### src/rtl/vgachargen_pkg.sv
`default_nettype none
// ============================================================================
// Module   : vgachargen_pkg
// Purpose  : Shared types and widths for the character/colour map arbiter.
//            Holds the map RAM geometry, the arbiter state encoding and the
//            buffered host request record.
// Ports    : none (package)
// Revision : 1.0 - initial release
// ============================================================================
package vgachargen_pkg;

  localparam int CH_MAP_ADDR_WIDTH = 12;
  localparam int CH_MAP_DATA_WIDTH = 8;

  typedef enum logic [1:0] {
    ARB_IDLE = 2'd0,
    ARB_PEND = 2'd1,
    ARB_RESP = 2'd2
  } arb_state_e;

  typedef struct packed {
    logic                         we;
    logic [CH_MAP_ADDR_WIDTH-1:0] addr;
    logic [CH_MAP_DATA_WIDTH-1:0] wdata;
  } map_req_t;

endpackage
`default_nettype wire

### src/rtl/vgachargen_arb_wait_cnt.sv
`default_nettype none
// ============================================================================
// Module   : vgachargen_arb_wait_cnt
// Purpose  : Saturating count of scan-blocked cycles for a pending host
//            request, plus a sticky starvation flag.
// Ports    : clk_i, rstn_i     clock / synchronous active-low reset
//            cnt_clr_i         restart the count (host request accepted)
//            cnt_inc_i         one more blocked cycle
//            pend_i            a host request is currently pending
//            flag_clr_i        clear the sticky flag (set has priority)
//            flag_o            sticky starvation flag
// Revision : 1.0 - initial release
// ============================================================================
module vgachargen_arb_wait_cnt
  import vgachargen_pkg::*;
#(
  parameter int WAIT_MAX = 255,
  parameter int WAIT_W   = $clog2(WAIT_MAX + 1)
) (
  input  logic clk_i,
  input  logic rstn_i,
  input  logic cnt_clr_i,
  input  logic cnt_inc_i,
  input  logic pend_i,
  input  logic flag_clr_i,
  output logic flag_o
);

  logic [WAIT_W-1:0] cnt_q, cnt_d;
  logic              flag_q, flag_d;
  logic              at_max;

  assign at_max = (cnt_q == WAIT_W'(WAIT_MAX));

  always_comb begin
    cnt_d  = cnt_q;
    flag_d = flag_q;
    if (cnt_clr_i) begin
      cnt_d = '0;
    end else if (cnt_inc_i && !at_max) begin
      cnt_d = cnt_q + 1'b1;
    end
    // Setting is qualified by pend_i so a saturated count left over from an
    // old request cannot re-raise the flag after software clears it.
    if (pend_i && at_max) begin
      flag_d = 1'b1;
    end else if (flag_clr_i) begin
      flag_d = 1'b0;
    end
  end

  always_ff @(posedge clk_i) begin
    if (!rstn_i) begin
      cnt_q  <= '0;
      flag_q <= 1'b0;
    end else begin
      cnt_q  <= cnt_d;
      flag_q <= flag_d;
    end
  end

  assign flag_o = flag_q;

endmodule
`default_nettype wire

### src/rtl/vgachargen_map_arbiter.sv
`default_nettype none
// ============================================================================
// Module   : vgachargen_map_arbiter
// Purpose  : Shares the single-port synchronous-read map RAM between the
//            scanout fetch engine (always wins, 1-cycle latency) and the host
//            bus (valid/ready, one-entry holding buffer).
// Ports    : clk_i, rstn_i                         clock / sync active-low reset
//            scan_req_i, scan_addr_i               scan read request
//            scan_rvalid_o, scan_rdata_o           scan read return
//            host_valid_i/ready_o/we_i/addr_i/wdata_i  host request
//            host_rvalid_o, host_rdata_o           host read return
//            mem_en_o/we_o/addr_o/wdata_o, mem_rdata_i  RAM port
//            host_starve_clr_i, host_starve_o      starvation flag
// Config   : VGACHARGEN_ARB_STARVE_DET_EN builds the starvation detector;
//            when undefined host_starve_o is tied low.
// Revision : 1.0 - initial release
// ============================================================================
module vgachargen_map_arbiter
  import vgachargen_pkg::*;
#(
  parameter int WAIT_MAX = 255,
  parameter int WAIT_W   = $clog2(WAIT_MAX + 1)
) (
  input  logic                         clk_i,
  input  logic                         rstn_i,
  input  logic                         scan_req_i,
  input  logic [CH_MAP_ADDR_WIDTH-1:0] scan_addr_i,
  output logic                         scan_rvalid_o,
  output logic [CH_MAP_DATA_WIDTH-1:0] scan_rdata_o,
  input  logic                         host_valid_i,
  output logic                         host_ready_o,
  input  logic                         host_we_i,
  input  logic [CH_MAP_ADDR_WIDTH-1:0] host_addr_i,
  input  logic [CH_MAP_DATA_WIDTH-1:0] host_wdata_i,
  output logic                         host_rvalid_o,
  output logic [CH_MAP_DATA_WIDTH-1:0] host_rdata_o,
  output logic                         mem_en_o,
  output logic                         mem_we_o,
  output logic [CH_MAP_ADDR_WIDTH-1:0] mem_addr_o,
  output logic [CH_MAP_DATA_WIDTH-1:0] mem_wdata_o,
  input  logic [CH_MAP_DATA_WIDTH-1:0] mem_rdata_i,
  input  logic                         host_starve_clr_i,
  output logic                         host_starve_o
);

  arb_state_e state_q, state_d;
  map_req_t   hold_q, hold_d;
  logic       scan_rvalid_q, scan_rvalid_d;
  logic       issue_host;
  logic       accept;

  // Next-state and host handshake
  always_comb begin
    state_d       = state_q;
    hold_d        = hold_q;
    host_ready_o  = 1'b0;
    host_rvalid_o = 1'b0;
    issue_host    = 1'b0;
    accept        = 1'b0;
    scan_rvalid_d = scan_req_i;
    unique case (state_q)
      ARB_IDLE: begin
        host_ready_o = 1'b1;
        if (host_valid_i) begin
          accept = 1'b1;
          hold_d = '{we: host_we_i, addr: host_addr_i, wdata: host_wdata_i};
          state_d = ARB_PEND;
        end
      end
      ARB_PEND: begin
        if (!scan_req_i) begin
          issue_host = 1'b1;
          state_d    = hold_q.we ? ARB_IDLE : ARB_RESP;
        end
      end
      ARB_RESP: begin
        host_rvalid_o = 1'b1;
        state_d       = ARB_IDLE;
      end
      default: state_d = ARB_IDLE;
    endcase
    // Reset is synchronous, so the registered state may still be stale during
    // the reset cycle; force every externally visible strobe low meanwhile.
    if (!rstn_i) begin
      host_ready_o  = 1'b0;
      host_rvalid_o = 1'b0;
      issue_host    = 1'b0;
      accept        = 1'b0;
    end
  end

  // RAM port mux: scan has absolute priority
  always_comb begin
    mem_en_o    = rstn_i & (scan_req_i | issue_host);
    mem_we_o    = rstn_i & ~scan_req_i & issue_host & hold_q.we;
    mem_addr_o  = scan_req_i ? scan_addr_i : hold_q.addr;
    mem_wdata_o = hold_q.wdata;
  end

  always_ff @(posedge clk_i) begin
    if (!rstn_i) begin
      state_q       <= ARB_IDLE;
      hold_q        <= '0;
      scan_rvalid_q <= 1'b0;
    end else begin
      state_q       <= state_d;
      hold_q        <= hold_d;
      scan_rvalid_q <= scan_rvalid_d;
    end
  end

  assign scan_rvalid_o = rstn_i & scan_rvalid_q;
  assign scan_rdata_o  = mem_rdata_i;
  assign host_rdata_o  = mem_rdata_i;

`ifdef VGACHARGEN_ARB_STARVE_DET_EN
  logic starve_flag;

  vgachargen_arb_wait_cnt #(
    .WAIT_MAX (WAIT_MAX),
    .WAIT_W   (WAIT_W)
  ) u_wait_cnt (
    .clk_i      (clk_i),
    .rstn_i     (rstn_i),
    .cnt_clr_i  (accept),
    .cnt_inc_i  ((state_q == ARB_PEND) && scan_req_i),
    .pend_i     (state_q == ARB_PEND),
    .flag_clr_i (host_starve_clr_i),
    .flag_o     (starve_flag)
  );

  assign host_starve_o = rstn_i & starve_flag;
`else
  logic              unused_starve_clr;
  logic              unused_accept;
  logic [WAIT_W-1:0] unused_wait_max;

  assign unused_starve_clr = host_starve_clr_i;
  assign unused_accept     = accept;
  assign unused_wait_max   = WAIT_W'(WAIT_MAX);
  assign host_starve_o     = 1'b0;
`endif

endmodule
`default_nettype wire

### config.mk
export PLATFORM = sky130hd
export DESIGN_NAME = vgachargen_map_arbiter
export DESIGN_NICKNAME = d
export VERILOG_FILES = /design/src/rtl/vgachargen_pkg.sv /design/src/rtl/vgachargen_arb_wait_cnt.sv /design/src/rtl/vgachargen_map_arbiter.sv
export SDC_FILE = /design/constraint.sdc
export NUM_CORES = 1
export LEC_CHECK = 0
export ABC_AREA = 1
export BUFFER_PORTS_ARGS = -buffer_cell sky130_fd_sc_hd__buf_2
export CAP_MARGIN = 10
export CORE_AREA = 2 2 73 54
export CTS_CLUSTER_DIAMETER = 40
export DETAILED_ROUTE_END_ITERATION = 12
export DIE_AREA = 0 0 75 56
export PLACE_DENSITY_LB_ADDON = 0.3
export SYNTH_ARGS = -nofsm -noshare
export SYNTH_HDL_FRONTEND = slang
export SYNTH_HIERARCHICAL = 1
export SYNTH_SLANG_ARGS = --single-unit
### constraint.sdc
create_clock -name clk_i -period 1.3 [get_ports clk_i]
set_clock_uncertainty 0.2 [all_clocks]
set_input_delay 0.13 -clock clk_i [delete_from_list [all_inputs] [get_ports clk_i]]
set_output_delay 0.13 -clock clk_i [all_outputs]
set_load 0.005 [all_outputs]
==> impl_metrics.toml, run 1 <==
[critical_path]
end_kind = "output port"
critical_path.max_stage_delay_ps = 380
crit_required_ps = 970
slowest_stage = "dfxtp_4"
path_buf_inv = 2
cp_max_fo = 4
worstPathArrival_ps = 1050
cp-start-kind = "flip-flop"
worstSetupPathType = "reg -> out"
r2r-start = "state_q[0]"
crit_family = "flip-flops"
crit_path_cell_trace = "inv_4 -> nand4_1 -> nor2_1 -> buf_2"
setup.worst_path.start = "state_q[1]"

[timing]
hold_violations = 0
hold_ws_ps = 44.28
setup_viol = 3
drv_slew = 0
period_needed_ps = 1378
rsz0062_at_grt = "yes"
setup_ws_ps = -77.77
finalCritPeriodShare = 1.060
fmax_ghz = 0.7258

[yosys]
syn_avg_cell_area_um2 = 6.552
ys_seq_area_frac = 0.3274
ys_seq_elements = 24
syn_area_um2 = 1468
yosysUniqueCellTypes = 17
yosys.area.top_type_share = 0.3274
synth_area_leaders = "dfxtp_1, nand2_1, buf_4, nand3_1, inv_1"
syn_inst = 224
yosys.area.top_type = "dfxtp_1"
synth_nets = 270
ys_warn_count = 6

[die]
initial_core_util = 0.4259
die_area_um2 = 4200
row_count = 18
fp.dieH_um = 56
die_w_um = 75
ios = 88
core_um2 = 3446

[clock_tree]
cts_max_path_buffers = 2
cts.clk_slew.worst_paths_ps = 80
cts_sinks = 24
root_buffer = "clkbuf_8"
clk_latency_ps = 260
cts.htree.levels = 1
cts_tree = "yes"
numCtsBuffers = 3

[global_route]
grt_max_degree = 44
grt_pass1_wl_um = 5658
gr-total-overflow = 0
first_global_vias = 1318
grt.total_usage = 0.1706
grt_antenna_before_repair = 0

[routing]
dr.pass1.iters = 4
drc = 0
via_per_inst = 4.281
vias = 1430
final_antenna_net_count = 0
drt-wirelength-per-cell_um = 10.44
wl_um = 3488
drtIter0Drc = 47

[place]
hpwl_um = 2151
post-place-ws_ps = 101.4
gp_congestion = 0.7096
port_buffers = 61

[hold_path]
min_path_type = "in -> reg"
worstHoldStart = "rstn_i"

[cells_and_area]
final_nets = 331
layout_common_cells = "buf_2, nand2_1, inv_1, dlygate4sd3_1, nand3_1"
area_growth_pct = 35.55
nFillCells = 340
n_antenna_cell = 0
final_common_cell = "buf_2"
drive_above_1_share = 0.3063

[power]
irDropWorstVdd_uv = 563.7
power_density_nw_per_um2 = 992.0
p_leak_uw = 0.001110

[run]
cap_violations = 0

[status]
status = "finished, violations left"
violations = "setup timing"
[state kept, by name, summed over array words and instances (netlist names)]
name,count
scan_rvalid_q,1
state_q,2
hold_q,13
mem_wdata_o,8
[worst paths after layout]
kind	to	slack (ps)	cells after the start
setup / recovery	mem_we_o	-80	4
hold / removal	state_q[0]	40	3
setup reg to reg	mem_wdata_o[4]	120	5
hold reg to reg	state_q[1]	230	1
[power by group]
part           internal, µW  switching (µW)
sequential              797            35.8
clock                   412             241
combinational           258             231
[Yosys cell counts, drive strengths merged]
cell type	number
nand3	23
dfxtp	24
a21oi	22
inv	27
nor2	24
conb	1
nand4	1
clkbuf	1
buf	38
nor3	2
nand2	61
[timing repair]
action / in CTS / in global routing
setup endpoints to repair: 4 / 4
gates resized for setup: 9 / 0
buffers inserted: 1 / 1
hold endpoints to repair: 23 / 0
pin swaps: 2 / 2
hold buffers: 24 / 0
[kinds of logic (layout without fill, tap and decap cells)]
kind of cell | after synthesis | in the layout | synth area share
compound gates | 22 | 22 | 0.08525
buf+inv | 66 | 126 | 0.2694
flops | 24 | 24 | 0.3274
other cells | 1 | 1 | 0.002555
simple gates | 111 | 111 | 0.3154
[area by class of cell]
type                       count  area [µm²]  share of cell area
multi-input combinational    134       601.8              0.3025
clock buffer                   3       41.29             0.02075
timing repair buffer          95       661.9              0.3327
tap                           50       62.56             0.03145
clock inverter                 1       30.03             0.01509
sequential                    24       488.0              0.2453
inverter                      27       103.9             0.05220
[through the flow]
step / cells / utilization / TNS, ps / total power (µW) / area, µm²
final: 334 / 0.5773 / -164.9 / 1973 / 1989
after global routing: 334 / 0.5773 / -375.9 / 2097 / 1989
after global placement: 304 / 0.4757 / 0 / 1269 / 1639
after detailed placement: 304 / 0.4757 / 0 / 1275 / 1639
after floorplan: 224 / - / 0 / 1184 / 1468
after CTS: 333 / 0.5752 / -107.4 / 1992 / 1982
[layer usage]
metal  up-vias  wire length (µm)  global-route usage
li1        778                 -                   -
met1       613              1588              0.1963
met2        37              1719              0.3133
met3         2               171             0.05254
met4         0                 9             0.01786
met5         -                 0                   0
[worst reg2reg max path: stages, from the launching register on]
cell and delay, ps:
dfxtp_4 370, nor2_4 160, buf_12 170, nand3_1 80
nand2_1 60, nor2_1 40
(Power assumes the default switching activity.)
==> run 2: changes to the inputs <==
--- a/config.mk
+++ b/config.mk
@@ -6,13 +6,13 @@
 export NUM_CORES = 1
 export LEC_CHECK = 0
 export ABC_AREA = 1
-export BUFFER_PORTS_ARGS = -buffer_cell sky130_fd_sc_hd__buf_2
+export BUFFER_PORTS_ARGS = -buffer_cell sky130_fd_sc_hd__buf_4
 export CAP_MARGIN = 10
 export CORE_AREA = 2 2 73 54
 export CTS_CLUSTER_DIAMETER = 40
 export DETAILED_ROUTE_END_ITERATION = 12
 export DIE_AREA = 0 0 75 56
-export PLACE_DENSITY_LB_ADDON = 0.3
+export PLACE_DENSITY = 0.78
 export SYNTH_ARGS = -nofsm -noshare
 export SYNTH_HDL_FRONTEND = slang
 export SYNTH_HIERARCHICAL = 1
==> impl_metrics.toml, run 2 (synthesis results as in run 1) <==
[status]
status = "finished, violations left"
violations = "setup timing"

[clock_tree]
cts.htree.levels = 1
cts_tree = "yes"
clk_latency_ps = 270
numCtsBuffers = 3
root_buffer = "clkbuf_8"
cts_sinks = 24
cts_max_path_buffers = 2
cts.clk_slew.worst_paths_ps = 80

[die]
ios = 88
die_w_um = 75
die_area_um2 = 4200
core_um2 = 3446
initial_core_util = 0.4259
row_count = 18
fp.dieH_um = 56

[critical_path]
worstSetupPathType = "reg -> out"
r2r-start = "state_q[1]"
crit_required_ps = 970
end_kind = "output port"
cp-start-kind = "flip-flop"
r2r-end = "hold_q[8]"
worstPathArrival_ps = 1120
rr_worst_depth = 7
reg2reg_slack_ps = -120
cp_max_fo = 5

[power]
clkPwrFrac = 0.246
p_switching_uw = 598.9
p_leak_uw = 0.001270
swShare = 0.2873
irDropWorstVdd_uv = 597.5
combPwrFrac = 0.355
power_density_nw_per_um2 = 850.0
internal_power_uw = 1486
share_seq_of_total_power = 0.400
p_total_uw = 2085

[cells_and_area]
area_growth_pct = 67.09
final_nets = 341
largest_reg_flops = 13
layout_common_cells = "buf_4, nand2_1, inv_1, dlygate4sd3_1, dfxtp_1"
n_antenna_cell = 0
regMostFlops = "hold_q"
drive_above_1_share = 0.4354
final_common_cell = "buf_4"
nFillCells = 276

[routing]
drtIter0Drc = 95
drt-wirelength-per-cell_um = 13.31
drc = 0
dr.pass1.iters = 4
via_per_inst = 4.709
vias = 1620
wl_um = 4578
final_antenna_net_count = 0

[place]
hpwl_um = 2194
gp_congestion = 0.6846
port_buffers = 61

[global_route]
grt_pass1_wl_um = 5858
gr-total-overflow = 0
first_global_vias = 1348
grt.total_usage = 0.1794
grt_max_degree = 44
grt_antenna_before_repair = 0

[run]
cap_violations = 0

[timing]
fmax_ghz = 0.6885
setup_ws_ps = -152.5
setup-tns-final_ps = -2276
drv_slew = 0
rsz0062_at_grt = "yes"
finalCritPeriodShare = 1.117
setup_viol = 26
period_needed_ps = 1452
hold_violations = 0

[hold_path]
hold_path_end = "state_q[0]"
worstHoldStart = "rstn_i"
worstHoldPathCells = 3
min_path_type = "in -> reg"
## run 2: cell count changes in the layout (fill, tap and decap cells not counted), moves of 6 or more
cell and change:
buf_2 -61, buf_4 +61, buf_6 +6, nand2_1 -8
nand2_2 +8, nand3_1 -20, nand3_2 +16
## run 2: metal layers
layer	routed length, µm	up-vias	part of all wire	track usage
met2	2358	70	0.52	0.3195
met3	323	11	0.071	0.04891
met1	1822	741	0.40	0.2108
met5	0	-	0	0
met4	73	0	0.016	0.03827
li1	-	798	-	-
## run 2: cell type report
cell class | instances | area [µm²] | area share
multi-input cells | 134 | 758.2 | 0.3092
inverters | 27 | 103.9 | 0.04235
repair buffers | 105 | 987.2 | 0.4026
flip-flops and latches | 24 | 485.5 | 0.1980
clock buffers | 4 | 55.05 | 0.02245
well taps | 50 | 62.56 | 0.02551
## run 2: what timing repair did
action | CTS | global route
resized for setup | 10 | 40
cloned | 0 | 4
pin swaps | 2 | 6
buffers inserted | 4 | 6
hold buffers | 23 | 0
endpoints found under the setup margin | 4 | 24
hold endpoints to repair | 22 | 0
## run 2: power groups by stage
stage          clock network (µW)  registers [µW]  logic (µW)
2_1_floorplan                   0             844         340
3_3_place_gp                    0             847         477
3_5_place_dp                    0             850         484
4_1_cts                       514             831         557
5_1_grt                       560             840         800
6_report                      512             833         739
## run 2: per-stage QoR
stage                     instance area, µm²  std cells  hold slack [ps]  utilization  setup WS (ps)
after floorplan                         1468        224            41.58            -          128.9
after global placement                  1784        303            60.05       0.5178          74.66
after detailed placement                1784        303            60.05       0.5178          51.87
after CTS                               2130        334            3.059       0.6180         -94.86
after global routing                    2452        344            35.62       0.7117         -189.5
final                                   2452        344            43.82       0.7117         -152.5
## run 2: how the worst max path moves through the flow
stage / from / end / slack (ps)
2_1_floorplan: state_q[0] / hold_q[12] / 130
3_3_place_gp: state_q[0] / hold_q[14] / 70
3_5_place_dp: state_q[1] / hold_q[13] / 50
4_1_cts: state_q[0] / mem_we_o / -90
5_1_grt: state_q[0] / mem_we_o / -190
6_report: state_q[0] / mem_we_o / -150
## run 2: critical path, stage by stage, from the launching register on
cell	delay (ps)
dfxtp_2	340
buf_6	120
nand4_1	110
nor2_1	150
buf_4	130
==> run 3: changes to the inputs <==
--- a/config.mk
+++ b/config.mk
@@ -8,11 +8,11 @@
 export ABC_AREA = 1
 export BUFFER_PORTS_ARGS = -buffer_cell sky130_fd_sc_hd__buf_4
 export CAP_MARGIN = 10
-export CORE_AREA = 2 2 73 54
+export CORE_AREA = 2 2 77 57
 export CTS_CLUSTER_DIAMETER = 40
 export DETAILED_ROUTE_END_ITERATION = 12
-export DIE_AREA = 0 0 75 56
-export PLACE_DENSITY = 0.78
+export DIE_AREA = 0 0 79 59
+export PLACE_DENSITY = 0.74
 export SYNTH_ARGS = -nofsm -noshare
 export SYNTH_HDL_FRONTEND = slang
 export SYNTH_HIERARCHICAL = 1
==> constraint.sdc (replaced) <==
create_clock -name clk_i -period 1.2 [get_ports clk_i]
set_clock_uncertainty 0.2 [all_clocks]
set_input_delay 0.12 -clock clk_i [delete_from_list [all_inputs] [get_ports clk_i]]
set_output_delay 0.12 -clock clk_i [all_outputs]
set_load 0.005 [all_outputs]
==> impl_metrics.toml, run 3 (synthesis results as in run 1) <==
[critical_path]
rr_worst_depth = 7
crit_required_ps = 880
worstSetupPathType = "reg -> out"
cp-start-kind = "flip-flop"
end_kind = "output port"
r2r-start = "state_q[1]"
worstPathArrival_ps = 1090
cp_max_fo = 4
r2r-end = "mem_wdata_o[2]"
reg2reg_slack_ps = -160

[die]
ios = 88
core_um2 = 3851
die_area_um2 = 4661
initial_core_util = 0.3811
row_count = 19
fp.dieH_um = 59
die_w_um = 79

[global_route]
first_global_vias = 1260
grt.total_usage = 0.1592
grt_max_degree = 44
gr-total-overflow = 0
grt_antenna_before_repair = 0
grt_pass1_wl_um = 5796

[timing]
setup_ws_ps = -209.5
period_needed_ps = 1409
setup-tns-final_ps = -3890
hold_violations = 0
fmax_ghz = 0.7095
finalCritPeriodShare = 1.175
setup_viol = 26
rsz0062_at_grt = "yes"
drv_slew = 0

[cells_and_area]
fin_cells = 347
nFillCells = 366
area_growth_pct = 66.75
multiInputGateArea_um2 = 726.9
n_antenna_cell = 0
layout_common_cells = "buf_4, nand2_1, inv_1, dlygate4sd3_1"
final_common_cell = "buf_4"
regMostFlops = "hold_q"
fin_area_um2 = 2447
drive_above_1_share = 0.4339
seqCellArea_um2 = 489.2
largest_reg_flops = 13
final_nets = 342

[place]
postPlaceCellArea_um2 = 1799
gp_congestion = 0.7475
hpwl_um = 2171
place_inst = 305
port_buffers = 61

[routing]
drc = 0
drt-met1-wl_um = 1811
drt-wirelength-per-cell_um = 12.03
drtIter0Drc = 56
met3_length_um = 230
final_antenna_net_count = 0
wl_um = 4176
dr_wl_met2_um = 2111
dr.pass1.iters = 4
via_per_inst = 4.421
vias = 1534
topRoutingLayerUsed = "met4"

[run]
cap_violations = 0

[clock_tree]
numCtsBuffers = 3
cts.htree.levels = 1
root_buffer = "clkbuf_8"
clk_latency_ps = 260
cts_tree = "yes"
cts_max_path_buffers = 2
cts_sinks = 24
cts.clk_slew.worst_paths_ps = 90

[status]
status = "finished, violations left"
violations = "setup timing"

[hold_path]
min_path_type = "in -> out"
worstHoldPathCells = 0
worstHoldStart = "mem_rdata_i[6]"
hold_path_end = "host_rdata_o[6]"

[power]
power_density_nw_per_um2 = 915.2
share_seq_of_total_power = 0.403
internal_power_uw = 1614
combPwrFrac = 0.348
p_leak_uw = 0.001282
clkPwrFrac = 0.248
swShare = 0.2793
p_switching_uw = 625.6
irDropWorstVdd_uv = 536.2
run 3: worst max path at each step:
stage	startpoint	to	slack, ps	depth (start not counted)
after floorplan	state_q[0]	hold_q[12]	30	5
after global placement	state_q[0]	mem_we_o	40	4
after detailed placement	state_q[1]	host_rvalid_o	40	3
after CTS	state_q[0]	mem_we_o	-170	4
after global routing	state_q[0]	mem_we_o	-290	4
final	state_q[0]	mem_we_o	-210	4
run 3: stage by stage:
stage	total power (µW)	hold slack (ps)	util	setup slack, ps
5_1_grt	2360	40.02	0.6355	-291.3
3_3_place_gp	1444	40.05	0.4672	36.06
4_1_cts	2072	40.05	0.5591	-172.4
3_5_place_dp	1454	40.05	0.4672	41.30
6_report	2240	40.00	0.6355	-209.5
2_1_floorplan	1283	31.58	-	28.90
run 3: final cells by class:
type	count	share of cell area
timing repair buffer	106	0.4116
multi-input combinational	134	0.2970
sequential	24	0.1999
inverter	27	0.04243
tap	52	0.02658
clock buffer	4	0.02249
run 3: critical path, cell delays in order (launching register included):
cell     delay [ps]
dfxtp_2         350
buf_6           110
nand4_1         110
nor2_1          140
buf_4           130
run 3: timing repair:
action	in CTS	in global routing
setup buffers	5	6
gates cloned	0	6
endpoints found under the hold margin	22	0
gates resized for setup	8	32
pin swaps	2	11
hold buffers	24	0
setup endpoints to repair	4	30
run 3: power by group through the flow:
stage / Sequential (µW) / Clock (µW) / Combinational (µW)
floorplan: 915 / 0 / 368
global placement: 918 / 0 / 526
detailed placement: 921 / 0 / 533
CTS: 901 / 560 / 611
global route: 911 / 598 / 851
finish: 903 / 556 / 780
run 3: routing by layer:
layer,track usage,vias to the layer above
met5,0,-
met4,0.01478,0
met3,0.04116,4
met2,0.3015,44
met1,0.1905,686
li1,-,800
